### config.mk
export PLATFORM = sky130hd
export DESIGN_NAME = mem_access_unit
export DESIGN_NICKNAME = d
export VERILOG_FILES = /design/src/rtl/mem_access_unit.sv
export SDC_FILE = /design/constraint.sdc
export NUM_CORES = 1
export LEC_CHECK = 0
export CAP_MARGIN = 20
export CORE_AREA = 2 2 153 155
export DETAILED_ROUTE_END_ITERATION = 16
export DIE_AREA = 0 0 155 157
export DONT_BUFFER_PORTS = 1
export PLACE_DENSITY = 0.57
export RECOVER_POWER = 50
export SETUP_SLACK_MARGIN = 0.02
export SLEW_MARGIN = 20
export SYNTH_ARGS = -nofsm -noshare
export SYNTH_HDL_FRONTEND = slang
export SYNTH_SLANG_ARGS = --single-unit
### constraint.sdc
create_clock -name clk -period 3.83 [get_ports clk]
set_clock_uncertainty 0.05 [all_clocks]
set_input_delay 0.9575 -clock clk [delete_from_list [all_inputs] [get_ports clk]]
set_output_delay 0.9575 -clock clk [all_outputs]
set_load 0.01 [all_outputs]
### src/rtl/mem_access_unit.sv
// MEM-stage load/store unit for an RV64 core: sized loads with sign/zero extension,
// doubleword stores direct, sub-doubleword stores as read-modify-write. Optional MISALIGN_TRAP_EN.
module mem_access_unit (
    input  logic        clk,
    input  logic        reset,
    input  logic        req_valid,
    input  logic        req_write,
    input  logic [2:0]  req_funct3,
    input  logic [63:0] req_addr,
    input  logic [63:0] req_wdata,
    output logic        busy,
    output logic [63:0] load_data,
    output logic        load_valid,
    output logic        store_done,
    output logic        err,
    output logic [63:0] mem_addr,
    output logic [63:0] mem_wdata,
    output logic        mem_write,
    output logic        mem_read,
    input  logic [63:0] mem_rdata
);

    localparam logic [0:0] ST_IDLE   = 1'b0;
    localparam logic [0:0] ST_RMW_WR = 1'b1;

    logic [0:0]  state_r;
    logic [63:0] addr_r;
    logic [63:0] merge_r;
    logic [63:0] load_data_r;
    logic        load_valid_r;
    logic        store_done_r;
    logic        err_r;

    logic        accept_s;
    logic        misalign_s;
    logic        reject_s;
    logic        load_go_s;
    logic        sd_go_s;
    logic        rmw_go_s;

    function automatic logic [63:0] extend_load(input logic [2:0] f3, input logic [63:0] d);
        case (f3)
            3'b000:  return {{56{d[7]}}, d[7:0]};
            3'b001:  return {{48{d[15]}}, d[15:0]};
            3'b010:  return {{32{d[31]}}, d[31:0]};
            3'b011:  return d;
            3'b100:  return {56'd0, d[7:0]};
            3'b101:  return {48'd0, d[15:0]};
            3'b110:  return {32'd0, d[31:0]};
            default: return 64'd0;
        endcase
    endfunction

    // Low 1/2/4 bytes come from the store data, the rest from the current memory contents.
    function automatic logic [63:0] merge_store(input logic [1:0] sz, input logic [63:0] wd,
                                                input logic [63:0] rd);
        case (sz)
            2'b00:   return {rd[63:8], wd[7:0]};
            2'b01:   return {rd[63:16], wd[15:0]};
            2'b10:   return {rd[63:32], wd[31:0]};
            default: return wd;
        endcase
    endfunction

`ifdef MISALIGN_TRAP_EN
    // Natural-alignment check per access size.
    always_comb begin
        case (req_funct3)
            3'b001, 3'b101: misalign_s = (req_addr[0] != 1'b0);
            3'b010, 3'b110: misalign_s = (req_addr[1:0] != 2'b00);
            3'b011:         misalign_s = (req_addr[2:0] != 3'b000);
            default:        misalign_s = 1'b0;
        endcase
    end
`else
    assign misalign_s = 1'b0;
`endif

    // Request classification; a request coinciding with reset is discarded.
    always_comb begin
        busy      = (state_r != ST_IDLE);
        accept_s  = req_valid && (state_r == ST_IDLE) && !reset;
        reject_s  = accept_s && ((req_funct3 == 3'b111) || (req_write && req_funct3[2]) || misalign_s);
        load_go_s = accept_s && !reject_s && !req_write;
        sd_go_s   = accept_s && !reject_s && req_write && (req_funct3[1:0] == 2'b11);
        rmw_go_s  = accept_s && !reject_s && req_write && (req_funct3[1:0] != 2'b11);
    end

    // Memory port drive; the pending merge write is dropped if reset arrives in RMW_WR.
    always_comb begin
        mem_read  = 1'b0;
        mem_write = 1'b0;
        mem_addr  = 64'd0;
        mem_wdata = 64'd0;
        if (state_r == ST_RMW_WR) begin
            mem_write = !reset;
            mem_addr  = addr_r;
            mem_wdata = merge_r;
        end else if (load_go_s || rmw_go_s) begin
            mem_read  = 1'b1;
            mem_addr  = req_addr;
        end else if (sd_go_s) begin
            mem_write = 1'b1;
            mem_addr  = req_addr;
            mem_wdata = req_wdata;
        end else begin
            mem_read  = 1'b0;
        end
    end

    // State, result and strobe registers.
    always_ff @(posedge clk) begin
        if (reset) begin
            state_r      <= ST_IDLE;
            addr_r       <= 64'd0;
            merge_r      <= 64'd0;
            load_data_r  <= 64'd0;
            load_valid_r <= 1'b0;
            store_done_r <= 1'b0;
            err_r        <= 1'b0;
        end else begin
            load_valid_r <= load_go_s;
            store_done_r <= sd_go_s || (state_r == ST_RMW_WR);
            err_r        <= reject_s;
            if (load_go_s) begin
                load_data_r <= extend_load(req_funct3, mem_rdata);
            end else begin
                load_data_r <= load_data_r;
            end
            case (state_r)
                ST_IDLE: begin
                    if (rmw_go_s) begin
                        state_r <= ST_RMW_WR;
                        addr_r  <= req_addr;
                        merge_r <= merge_store(req_funct3[1:0], req_wdata, mem_rdata);
                    end else begin
                        state_r <= ST_IDLE;
                    end
                end
                ST_RMW_WR: state_r <= ST_IDLE;
                default:   state_r <= ST_IDLE;
            endcase
        end
    end

    assign load_data  = load_data_r;
    assign load_valid = load_valid_r;
    assign store_done = store_done_r;
    assign err        = err_r;

endmodule

==> qor.yml <==
outcome:
  outcome: "completed"
logic_synthesis:
  synth.area.mux_share: 0.0186
  seq_area_frac_synth: 0.457
  synth_fa_ha_area_frac: 0
  ys_seq_elements: 196
  synth.area.top_cells: "dfxtp_1 46%, a22o_1 13%, nand2_1 10%, a21oi_1 8.5%, a211oi_1 6.4%"
  async_reset_ff_frac: 0
  syn_area_per_cell_um2: 8.19
  ys.flop_type: "dfxtp_1"
  yosysTopAreaCellShare: 0.457
  synth_xor_area_frac: 0.00102
  ys_warn_count: 0
  synth_simple_gate_area_frac: 0.163
  yosysMostFrequentCell: "nand2_1"
  synth_compound_area_frac: 0.300
  syn_inst: 1049
  syn-num-nets: 1248
  ys_types: 34
  synth_edf_count: 0
  synth_common_cells: "235 x nand2_1, 196 x dfxtp_1, 146 x a21oi_1"
  netlist_area_um2: 8590
  yosysTopAreaCell: "dfxtp_1"
  synth_top_family_by_area: "compound AO/OA/AOI/OAI gates"
layout:
  ff_latch_area_um2: 3930
  area_growth_pct: 7.17
  nets: 1177
  fill_cells: 2310
  multiInputGateArea_um2: 4180
  n_antenna_cell: 0
  drive_above_1_share: 0.0596
timing:
  fmax_mhz: 287
  setup-tns-final_ps: 0
  min_period_over_period: 0.911
  hold_violations: 0
  slew_viol_final: 0
  fin_crit_ps: 3490
  finalWorstSetupSlack_ps: 340
  final-setup-viol-count: 0
  worst_pin_slew_ps: 1460
  grt_setup_unrepaired: "no"
  relSlewSlack: 0.0296
die:
  start_util: 0.382
  die_area_um2: 24300
  die_w_um: 155
  io_pins: 397
  core_area_um2: 22500
  rows: 55
  fp.dieH_um: 157
min_path:
  hp-start: "addr_r[21]$_SDFFE_PP0P_"
  min_path_type: "flip-flop to flip-flop"
  hold_end: "addr_r[21]$_SDFFE_PP0P_"
  hold_depth: 2
cts:
  clock_latency_ps: 420
  root_buffer: "clkbuf_16"
  clk_path_buf_depth: 2
  htreeDepth: 4
  cts_tree: "yes"
  clk_pin_slew_ps: 80
  cts_resized: 0
  cts.sinks: 196
  cts_buffers: 17
  hold_buffers: 0
  post_cts_buffers: 0
place:
  routabilityCongestion: 0.798
  dp_hpwl_um: 17600
  port_buffers: 0
  pre_cts_ws_ps: 459
global_routing:
  globalRouteOverflowTotal: 0
  antenna_found_initial: 0
  grt_pass1_vias: 6623
  grt_first_pass_wirelength_um: 39300
  grt_max_degree: 196
  grt_usage: 0.207
route:
  drt_wl_total_um: 26900
  drc: 0
  avgRoutedWirePerCell_um: 21.1
  drtIter0Drc: 608
  drtAntennaViolNets: 0
  drt-pass1-iter-count: 5
  vias: 7347
  vias_per_cell: 5.76
power:
  power.leakage_nw: 3.11
  total_switching_power_w: 0.00109
  combPwrFrac: 0.062
  seq_power_share: 0.517
  ir_drop_uv: 237
  p_per_area_nw_per_um2: 454
  power_switching_share: 0.261
  p_int_w: 0.00308
  power_frac_clock: 0.421
worst_setup_path:
  crit_chain: "or3b_1, nor3b_2, buf_4, a22o_1"
  worstPathRequired_ps: 2820
  cp-start-kind: "flip-flop"
  critPathLaunch: "busy$_SDFF_PP0_"
  crit_type: "flip-flop to primary output"
  r2r_end: "merge_r[52]$_SDFFE_PP0P_"
  crit_slowest_cell: "or3b_1"
  r2r-start: "busy$_SDFF_PP0_"
  arrival_ps: 2480
  rrSetupSlack_ps: 380
  path_max_fanout: 59
  critical_path.endpoint_type: "primary output"
  ff2ff_path_depth: 6
  cpPeakStageDelay_ps: 580
run:
  maxCapViolCount: 0
==> how the worst max path moves through the flow <==
stage                                to  slack, ps
6_report                  mem_wdata[41]        340
5_1_grt        merge_r[31]$_SDFFE_PP0P_        110
4_1_cts                   mem_wdata[29]        300
3_5_place_dp              mem_wdata[41]        460
3_3_place_gp              mem_wdata[41]        480
2_1_floorplan                 mem_write        220
==> kinds of logic (layout without fill, tap and decap cells) <==
group,count (synthesis),count (layout)
muxes,16,16
buffers and inverters,111,52
AOI/OAI and AO/OA,369,369
and+or+nand+nor,356,356
xor gates and xnor gates,1,1
DFF,196,196
==> cell usage in the layout (no fill, tap or decap), drive strengths merged, types with 10 or more instances in the layout <==
cell,n
nor3,24
a211oi,73
a22o,128
o21ai,10
dfxtp,196
buf,11
a21oi,146
nor2,86
clkbuf,25
mux2i,16
nand2,235
==> layout make-up <==
class                   count  area share
well taps                 285      0.0387
clock inverters            12      0.0128
flip-flops and latches    196       0.427
clock buffers              19      0.0492
multi-input cells         742       0.454
repair buffers             17      0.0163
inverters                   4     0.00177
==> power by group through the flow <==
stage	logic, W	clock network, W	registers [W]
2_1_floorplan	0.000253	0	0.00219
3_3_place_gp	0.000260	0	0.00221
3_5_place_dp	0.000264	0	0.00221
4_1_cts	0.000264	0.00181	0.00216
5_1_grt	0.000289	0.00189	0.00217
6_report	0.000260	0.00176	0.00216
==> worst max-delay path: cells and delay by family (launching register included) <==
| kind | cells | cell delay [ps] |
|---|---|---|
| and+or+nand+nor | 2 | 950 |
| buffers and inverters | 1 | 330 |
| AOI/OAI and AO/OA | 1 | 230 |
| DFF | 1 | 530 |
==> flip-flops by register name, indices dropped and copies added, names as in the netlist <==
signal and count:
addr_r 64, busy 1, err 1, load_data 64
load_valid 1, merge_r 64, store_done 1
==> layer usage <==
layer,track usage,share of wire,up-vias
met5,0,0,-
met2,0.343,0.48,339
met1,0.259,0.40,3417
met3,0.0631,0.094,29
li1,-,-,3562
met4,0.0639,0.018,0
==> metrics by stage <==
| stage | hold WS (ps) | std cells | area, um2 | total power (W) | utilization |
|---|---|---|---|---|---|
| floorplan | 387 | 1049 | 8590 | 0.00244 | - |
| global placement | 387 | 1244 | 8670 | 0.00247 | 0.385 |
| detailed placement | 392 | 1244 | 8670 | 0.00247 | 0.385 |
| CTS | 402 | 1275 | 9250 | 0.00423 | 0.411 |
| global route | 416 | 1275 | 9200 | 0.00435 | 0.409 |
| finish | 405 | 1275 | 9200 | 0.00418 | 0.409 |
Power figures use the tool's default switching activity.
